`src/rtl/bcm_pkg.sv`:
```
// rtl/bcm_pkg.sv - shared types and helpers for the BCM frame scheduler
package bcm_pkg;

  typedef enum logic [2:0] {
    S_IDLE,
    S_LAUNCH,
    S_WAIT,
    S_BLANK,
    S_LATCH,
    S_UNLATCH
  } state_e;

  function automatic logic [31:0] clamp(input logic [31:0] v, input logic [31:0] lo,
                                        input logic [31:0] hi);
    if (v < lo) return lo;
    if (v > hi) return hi;
    return v;
  endfunction

  // Wide enough for the largest LSB time shifted by the top bit plane.
  function automatic int on_time_width(input int lsb_max, input int depth_max);
    return $clog2(lsb_max) + depth_max;
  endfunction

endpackage

```
`src/rtl/bcm_on_timer.sv`:
```
// rtl/bcm_on_timer.sv - loadable down-counter with zero flag timing a plane's on-time
module bcm_on_timer #(
  parameter int WIDTH = 16
) (
  input  logic             clk_i,
  input  logic             rst_ni,
  input  logic             load_i,
  input  logic [WIDTH-1:0] load_val_i,
  output logic             zero_o
);

  logic [WIDTH-1:0] cnt_q;
  logic [WIDTH-1:0] cnt_d;

  always_comb begin
    cnt_d = cnt_q;
    if (load_i) begin
      cnt_d = load_val_i;
    end else if (cnt_q != '0) begin
      cnt_d = cnt_q - WIDTH'(1);
    end
  end

  always_ff @(posedge clk_i or negedge rst_ni) begin
    if (!rst_ni) begin
      cnt_q <= '0;
    end else begin
      cnt_q <= cnt_d;
    end
  end

  assign zero_o = (cnt_q == '0);

endmodule

```
`src/rtl/bcm_frame_scheduler.sv`:
```
// rtl/bcm_frame_scheduler.sv - walks (row, bit plane) of each frame, launching shifts and
// driving blank/latch/address so one plane is displayed while the next is shifted.
module bcm_frame_scheduler
  import bcm_pkg::*;
#(
  parameter int N_ROWS_MAX    = 64,
  parameter int BITDEPTH_MAX  = 8,
  parameter int LSB_BLANK_MAX = 200,
  parameter int TIMER_WIDTH   = on_time_width(LSB_BLANK_MAX, BITDEPTH_MAX)
) (
  input  logic                            clk,
  input  logic                            ctrl_rst_n,
  input  logic                            ctrl_en,
  input  logic [31:0]                     ctrl_n_rows,
  input  logic [31:0]                     ctrl_bitdepth,
  input  logic [31:0]                     ctrl_lsb_blank,
  input  logic                            ctrl_disp_buffer,
  output logic                            shift_go,
  input  logic                            shift_done,
  output logic [$clog2(N_ROWS_MAX)-2:0]   shift_row,
  output logic [$clog2(BITDEPTH_MAX)-1:0] shift_bit,
  output logic                            shift_buffer,
  output logic                            disp_blank,
  output logic                            disp_latch,
  output logic [4:0]                      disp_addr,
  output logic                            frame_start,
  output logic                            busy
);

  localparam int ROW_W = $clog2(N_ROWS_MAX) - 1;
  localparam int BIT_W = $clog2(BITDEPTH_MAX);
  localparam int LSB_W = $clog2(LSB_BLANK_MAX + 1);

  state_e            state_q, state_d;
  logic [ROW_W-1:0]  row_q, row_d;
  logic [BIT_W-1:0]  bit_q, bit_d;
  logic              buf_q, buf_d;
  logic [ROW_W-1:0]  rows_last_q, rows_last_d;
  logic [BIT_W-1:0]  bits_last_q, bits_last_d;
  logic [LSB_W-1:0]  lsb_q, lsb_d;
  logic              buf_s_q, buf_s_d;
  logic              go_q, go_d;
  logic              fs_q, fs_d;
  logic              blank_q, blank_d;
  logic              latch_q, latch_d;
  logic [4:0]        addr_q, addr_d;
  logic              seen_low_q, seen_low_d;
  logic              snapshot;
  logic              timer_load;
  logic              timer_zero;
  logic [TIMER_WIDTH-1:0] on_time;
  logic [TIMER_WIDTH-1:0] timer_val;
  logic              shift_complete;

  // Outputs are registered and so appear one cycle after the state that sets them;
  // the timer is preloaded one short so the unblanked window is exactly the on-time.
  always_comb begin
    on_time   = TIMER_WIDTH'(lsb_q) << bit_q;
    timer_val = (on_time == '0) ? '0 : on_time - TIMER_WIDTH'(1);
  end

  // Done must be seen low after the go before a high level counts as completion.
  assign shift_complete = seen_low_q && shift_done;

  always_comb begin
    state_d     = state_q;
    row_d       = row_q;
    bit_d       = bit_q;
    buf_d       = buf_q;
    rows_last_d = rows_last_q;
    bits_last_d = bits_last_q;
    lsb_d       = lsb_q;
    buf_s_d     = buf_s_q;
    go_d        = 1'b0;
    fs_d        = 1'b0;
    blank_d     = blank_q;
    latch_d     = 1'b0;
    addr_d      = addr_q;
    snapshot    = 1'b0;
    timer_load  = 1'b0;

    case (state_q)
      S_IDLE: begin
        blank_d = 1'b1;
        if (ctrl_en) begin
          snapshot = 1'b1;
          state_d  = S_LAUNCH;
        end
      end
      S_LAUNCH: begin
        go_d    = 1'b1;
        fs_d    = 1'b1;
        row_d   = '0;
        bit_d   = '0;
        buf_d   = buf_s_q;
        state_d = S_WAIT;
      end
      S_WAIT: begin
        if (shift_complete && timer_zero) begin
          blank_d = 1'b1;
          addr_d  = 5'(row_q);
          state_d = ctrl_en ? S_BLANK : S_IDLE;
        end
      end
      S_BLANK: begin
        blank_d = 1'b1;
        latch_d = 1'b1;
        state_d = S_LATCH;
      end
      S_LATCH: begin
        blank_d = 1'b1;
        state_d = S_UNLATCH;
      end
      S_UNLATCH: begin
        blank_d    = 1'b0;
        go_d       = 1'b1;
        timer_load = 1'b1;
        state_d    = S_WAIT;
        if (bit_q == bits_last_q) begin
          bit_d = '0;
          if (row_q == rows_last_q) begin
            row_d    = '0;
            snapshot = 1'b1;
            fs_d     = 1'b1;
            buf_d    = ctrl_disp_buffer;
          end else begin
            row_d = row_q + ROW_W'(1);
          end
        end else begin
          bit_d = bit_q + BIT_W'(1);
        end
      end
      default: state_d = S_IDLE;
    endcase

    if (snapshot) begin
      rows_last_d = ROW_W'(clamp(ctrl_n_rows >> 1, 32'd1, 32'(N_ROWS_MAX / 2)) - 32'd1);
      bits_last_d = BIT_W'(clamp(ctrl_bitdepth, 32'd1, 32'(BITDEPTH_MAX)) - 32'd1);
      lsb_d       = LSB_W'(clamp(ctrl_lsb_blank, 32'd0, 32'(LSB_BLANK_MAX)));
      buf_s_d     = ctrl_disp_buffer;
    end

    seen_low_d = go_d ? 1'b0 : (seen_low_q || !shift_done);
  end

  always_ff @(posedge clk or negedge ctrl_rst_n) begin
    if (!ctrl_rst_n) begin
      state_q     <= S_IDLE;
      row_q       <= '0;
      bit_q       <= '0;
      buf_q       <= 1'b0;
      rows_last_q <= '0;
      bits_last_q <= '0;
      lsb_q       <= '0;
      buf_s_q     <= 1'b0;
      go_q        <= 1'b0;
      fs_q        <= 1'b0;
      blank_q     <= 1'b1;
      latch_q     <= 1'b0;
      addr_q      <= '0;
      seen_low_q  <= 1'b0;
    end else begin
      state_q     <= state_d;
      row_q       <= row_d;
      bit_q       <= bit_d;
      buf_q       <= buf_d;
      rows_last_q <= rows_last_d;
      bits_last_q <= bits_last_d;
      lsb_q       <= lsb_d;
      buf_s_q     <= buf_s_d;
      go_q        <= go_d;
      fs_q        <= fs_d;
      blank_q     <= blank_d;
      latch_q     <= latch_d;
      addr_q      <= addr_d;
      seen_low_q  <= seen_low_d;
    end
  end

  bcm_on_timer #(
    .WIDTH(TIMER_WIDTH)
  ) u_on_timer (
    .clk_i      (clk),
    .rst_ni     (ctrl_rst_n),
    .load_i     (timer_load),
    .load_val_i (timer_val),
    .zero_o     (timer_zero)
  );

  assign shift_go     = go_q;
  assign shift_row    = row_q;
  assign shift_bit    = bit_q;
  assign shift_buffer = buf_q;
  assign disp_blank   = blank_q;
  assign disp_latch   = latch_q;
  assign disp_addr    = addr_q;
  assign frame_start  = fs_q;
  assign busy         = (state_q != S_IDLE);

endmodule

```
`config.mk`:
```
export PLATFORM = sky130hd
export DESIGN_NAME = bcm_frame_scheduler
export DESIGN_NICKNAME = d
export VERILOG_FILES = /design/src/rtl/bcm_pkg.sv /design/src/rtl/bcm_on_timer.sv /design/src/rtl/bcm_frame_scheduler.sv
export SDC_FILE = /design/constraint.sdc
export NUM_CORES = 1
export LEC_CHECK = 0
export BUFFER_PORTS_ARGS = -buffer_cell sky130_fd_sc_hd__buf_2
export CAP_MARGIN = 20
export CORE_MARGIN = 2
export CORE_UTILIZATION = 50
export DETAILED_ROUTE_END_ITERATION = 10
export GPL_TIMING_DRIVEN = 0
export PLACE_DENSITY = 0.76
export SLEW_MARGIN = 20
export SYNTH_ARGS = -nofsm -noshare
export SYNTH_HDL_FRONTEND = slang
export SYNTH_SLANG_ARGS = --single-unit
```
`constraint.sdc`:
```
create_clock -name clk -period 2.5 [get_ports clk]
set_input_delay 0.25 -clock clk [delete_from_list [all_inputs] [get_ports clk]]
set_output_delay 0.25 -clock clk [all_outputs]
set_load 0.01 [all_outputs]
```
== Word-level counts from Yosys, hierarchy flattened ==
Index checks and enable logic that the tools add are counted.
Word-level totals
  register bits after elaboration: 55
  logic and storage cells: 113
  input bits: 101
  output and inout bits: 19
Operators by class
  shift operators: 1
  $lt $le $gt $ge: 6
  equal/unequal tests: 11
  reductions and logical operators: 19
  add/sub/neg operators: 6
  muxes and demuxes: 55
Operators with widths (number)
  32-bit by 1-bit less-than comparator with 1-bit output (second input constant): 2
  16-bit 2-to-1 mux: 3
  5-bit 2-to-1 mux: 7
  32-bit by 4-bit > comparator with 1-bit output (second input constant): 1
  32-bit by 8-bit > comparator with 1-bit output (second input constant): 1
  16-bit logical NOT: 2
  8-bit 2-to-1 mux: 4
  16-bit by 1-bit subtractor with 16-bit output (second input constant): 2
  31-bit by 6-bit > comparator with 1-bit output (second input constant): 1
  31-bit by 1-bit less-than comparator with 1-bit output (second input constant): 1
  1-bit 2-to-1 mux: 25
  3-bit 2-to-1 mux: 8
  16-bit nonzero test: 1
  8-bit by 3-bit << shifter with 16-bit output: 1
  3-bit case mux with 5 select lines: 1
  5-bit case mux with 2 select lines: 1
  2-bit inequality test (second input constant): 4
  2-bit AND reduction: 4
  3-bit by 2-bit == test with 1-bit output (second input constant): 2
  3-bit == test (second input constant): 2
  1-bit case mux with 2 select lines: 3
  3-bit case mux with 2 select lines: 1
  3-bit nonzero test: 2
  5-bit by 1-bit adder with 5-bit output (second input constant): 1
  other kinds (16): 18

== Logic depth before layout (Yosys ltp) ==
  depth after elaboration: 11
  mapped depth: 10
  depth with buffers taken out: 9

== By module ==
Synthesis repeated with hierarchy kept, for this count alone.
Second synthesis, totals
  cell total of the unflattened synthesis: 462
  area, all modules: 4077.7 um^2
By module, submodules not included
  bcm_frame_scheduler: area an instance 3071.7 um^2, cells each 358, seq. area each 977.2 um^2, instances 1
  bcm_on_timer: area an instance 1006.0 um^2, cells each 104, seq. area each 400.4 um^2, instances 1

== Least setup slack after synthesis ==
Ideal clock, no wire load.
  path kind: register -> register
  start: register bit_q[0] (netlist: shift_bit[0])
  end: register u_on_timer.cnt_q[11]
  arrival time: 2.093 ns
  clock period less this slack: 2.221 ns
  cell stages (with the launch flop): 10
  library setup time: 0.128 ns
  setup slack: 0.279 ns
  data required time: 2.372 ns
  buffers on the path: 2
  cell sequence: dfrtp_1 > buf_6 > buf_6 > mux2i_2 > o22ai_1 > nor2_2 > nand4_2 > or3b_1 > a31oi_1 > o22ai_1
On the way
  cells in the longest elaborated chain, start to end: 4
  elaborated cells between the ends (all ways): 5
  those cells by class: add/sub: 1; shift: 1; mux: 2; reduce/logical: 1
Ends and longest elaborated chain
  start, declared: RTL line bcm_frame_scheduler.sv:36  | logic [BIT_W-1:0] bit_q, bit_d;
  start signal, assigned: RTL line bcm_frame_scheduler.sv:165  | bit_q <= bit_d;
  8-bit by 3-bit << shifter with 16-bit output (*): RTL line bcm_frame_scheduler.sv:58  | on_time = TIMER_WIDTH'(lsb_q) << bit_q;
  16-bit by 1-bit subtractor with 16-bit output / 16-bit logical NOT (equally long branches): RTL line bcm_frame_scheduler.sv:59  | timer_val = (on_time == '0) ? '0 : on_time - TIMER_WIDTH'(1);
  16-bit 2-to-1 mux (*): RTL line bcm_frame_scheduler.sv:59
  16-bit 2-to-1 mux (*): RTL line bcm_on_timer.sv:17  | if (load_i) begin
  end signal, assigned: RTL line bcm_on_timer.sv:28  | cnt_q <= cnt_d;
  end, declared: RTL line bcm_on_timer.sv:12  | logic [WIDTH-1:0] cnt_q;
Mark *: on every way between the ends. The rest lies on a longest branch, timed or not.
A chain may end at the register's enable or synchronous reset.

== Worst setup path in the final report ==
  start: register u_on_timer.cnt_q[10]
  end: register addr_q[3] (netlist: disp_addr[3])
On the way
  cells in the longest elaborated chain, start to end: 3
Ends and longest elaborated chain
  16-bit logical NOT: RTL line bcm_on_timer.sv:32  | assign zero_o = (cnt_q == '0);
  1-bit logical AND: RTL line bcm_frame_scheduler.sv:99  | if (shift_complete && timer_zero) begin
  2-bit AND reduction (no line)
  end signal, assigned: RTL line bcm_frame_scheduler.sv:175  | addr_q <= addr_d;
  end, declared: RTL line bcm_frame_scheduler.sv:46  | logic [4:0] addr_q, addr_d;
Every way passes these cells.

==> impl_metrics.env <==
export IMPL_status="complete, no violations"
export IMPL_synth_fp_nets=530
export IMPL_clock_path_buffers=2
export IMPL_rsz0062_at_grt="true"
export IMPL_htreeDepth=2
export IMPL_ys_warn_count=0
export IMPL_min_period_ns=2.44
export IMPL_start_util_pct=51.4
export IMPL_hold_worst_slack_ns=0.152
export IMPL_period_share_pct=97.5
export IMPL_drive_above_1_share_pct=32.4
export IMPL_end_kind="flip-flop"
export IMPL_drtIter0Drc=176
export IMPL_maxCapViolations=0
export IMPL_crit_path_max_fanout=5
export IMPL_clkSlewWorstSetupHoldPaths_ns=0.11
export IMPL_fillers=643
export IMPL_antenna_left=0
export IMPL_crit_type="reg -> reg"
export IMPL_cts_made_buffers=5
export IMPL_grtUsageMet2_pct=40.6
export IMPL_coreArea_mm2=0.00721
export IMPL_async_flop_share_pct=100
export IMPL_detail_route_wl_per_cell_um=14.7
export IMPL_layout_commonest_cell="buf_2"
export IMPL_via_per_inst=5.57
export IMPL_io_buffers=118
export IMPL_top_usage_layer="met2"
export IMPL_slew_headroom_pct=55.3
export IMPL_crit_top_cell="nor3_4"
export IMPL_grt_pass1_vias=3439
export IMPL_grt_max_degree=56
export IMPL_timing_final_ws_setup_ns=0.0622
export IMPL_area_growth_pct=26.0
export IMPL_die_w_um=90.1
export IMPL_met1_usage_pct=30.2
export IMPL_p_leak_nw=2.03
export IMPL_fp_dieArea_mm2=0.00812
export IMPL_synthCells=422
export IMPL_syn_area_mm2=0.00371
export IMPL_antenna_found_initial=0
export IMPL_cp_required_ns=2.71
export IMPL_cts_sinks=55
export IMPL_std_cell_rows=31
export IMPL_cp_slowest_cell="or4_4"
export IMPL_root_buffer="clkbuf_8"
export IMPL_r2r_slack_ns=0.06
export IMPL_cp_start_kind="flip-flop"
export IMPL_dpl_hpwl_mm=7.48
export IMPL_clock_latency_ns=0.31
export IMPL_grt_usage_pct=23.2
export IMPL_path_buf_inv=0
export IMPL_nNetsFinal=662
export IMPL_crit_family="simple AND/OR/NAND/NOR gates"
export IMPL_io_pins=120
export IMPL_cts_tree="done"
export IMPL_worst_slew_pin_slew_ns=0.670
export IMPL_maxSlewViolCount=0
export IMPL_synth_top_area_share_pct=36.4
export IMPL_gp_congestion=0.888
export IMPL_die_h_um=90.1
export IMPL_min_path_type="in -> reg"
export IMPL_crit_arrival_ns=2.64
export IMPL_grt_pass1_wl_mm=15.9
export IMPL_drc_errors=0
export IMPL_ys_types=59
export IMPL_synth_area_leaders="dfrtp_1, nand2_1, xnor2_1"
export IMPL_wl_mm=9.59
export IMPL_fmax_mhz=410
export IMPL_worstPathCellList="or4_4, or3_4, nor3_4, nand3_2, nor3_4, mux2_2"
export IMPL_dr_pass1_iters=4
export IMPL_synth_main_ff_cell="dfrtp_1"
export IMPL_grt_overflow=0
export IMPL_ys_seq_area_share_pct=37.1
export IMPL_peakVddDrop_v=0.000308
export IMPL_yosys_register_bits=55
export IMPL_setup_viol_count_final=0
export IMPL_synth_area_per_cell_um2=8.79
export IMPL_clock_skew_ns=0.00840
export IMPL_power_density_mw_per_mm2=777
export IMPL_antenna_cells=0
export IMPL_synth_top_area_cell="dfrtp_1"
export IMPL_use_met3_pct=3.19
export IMPL_hold_violations=0
export IMPL_mostFrequentLayoutCells="buf_2, dfrtp_1, nand2_1, nor2_1, o21ai_0"
export IMPL_pre_cts_slack_ns=-0.0662
export IMPL_vias=3645
export IMPL_max_stage_delay_ns=0.55
export IMPL_synth_edf_count=0
report_power, final:
group          internal, mW  switching [mW]
logic                 0.795           0.958
registers              1.12           0.222
clock network         0.209           0.323
worst paths after layout:
path	depth (start not counted)	end	start
worst max-delay path	6	disp_addr[3]	u_on_timer.cnt_q[10]
worst min-delay path	2	seen_low_q	shift_done
worst max register to register	6	disp_addr[3]	u_on_timer.cnt_q[10]
worst min register to register	1	disp_addr[1]	disp_addr[1]
max in group asynchronous	2	shift_bit[1]	ctrl_rst_n
min in group asynchronous	2	state_q[2]	ctrl_rst_n
state kept, by name, indices dropped and copies added (netlist names):
signal and cells:
buf_s_q 1, shift_buffer 1, bits_last_q 3, frame_start 1, disp_addr 5, u_on_timer.cnt_q 16
state_q 3, seen_low_q 1, disp_latch 1, shift_bit 3, shift_go 1, shift_row 5
rows_last_q 5, lsb_q 8, disp_blank 1
cells by family (layout without fill, tap and decap cells):
logic type,Yosys count,after routing,synth area share (%)
compound gates,96,96,16.8
xor+xnor,38,38,8.97
simple gates,170,170,24.1
fa+ha+maj,7,7,2.36
buf+inv,36,169,4.45
flops,55,55,37.1
mux,20,20,6.24
layout make-up:
cell class | count | area, µm² | share of cell area [%]
buffer | 16 | 91.3 | 1.95
clock buffer | 5 | 68.8 | 1.47
clock inverter | 3 | 27.5 | 0.589
inverter | 20 | 75.1 | 1.61
multi-input combinational | 331 | 2260 | 48.4
sequential | 55 | 1380 | 29.5
tap | 99 | 124 | 2.65
timing repair buffer | 125 | 648 | 13.9
synthesized netlist by cell type, drive strengths merged (4+ instances only):
library cell,number
mux2,12
dfrtp,54
mux2i,8
nand4,7
o22ai,17
buf,9
nor3,18
clkbuf,7
nand3,13
inv,20
a21oi,19
a31oi,7
nor4,22
and2,4
xnor2,20
xor2,18
o21ai,28
ha,7
nand2b,9
nor2,29
nand2,49
or3,5
timing repair:
| action | CTS | global route |
|---|---|---|
| endpoints found under the hold margin | 44 | 0 |
| endpoints found under the setup margin | 12 | 32 |
| pin swaps | 0 | 3 |
| hold buffers | 1 | 0 |
| buffers inserted | 0 | 6 |
| resized for setup | 4 | 17 |
through the flow:
| stage | util [%] | std cells | power, mW | TNS, ns | instance area, µm² |
|---|---|---|---|---|---|
| floorplan | - | 422 | 2.51 | 0 | 3710 |
| global placement | 61.3 | 639 | 2.91 | 0 | 4420 |
| detailed placement | 61.4 | 639 | 2.96 | -0.242 | 4430 |
| CTS | 63.0 | 648 | 3.51 | 0 | 4550 |
| global route | 64.8 | 654 | 3.89 | -0.0841 | 4670 |
| finish | 64.8 | 654 | 3.63 | 0 | 4670 |
metal layers:
layer / share of wire [%] / vias to the layer above / wire length, µm
li1: - / 1805 / -
met1: 43 / 1694 / 4110
met2: 51 / 138 / 4870
met3: 5.5 / 8 / 528
met4: 0.79 / 0 / 76
met5: 0 / - / 0
Note: power is estimated with default switching activity, not from simulation.
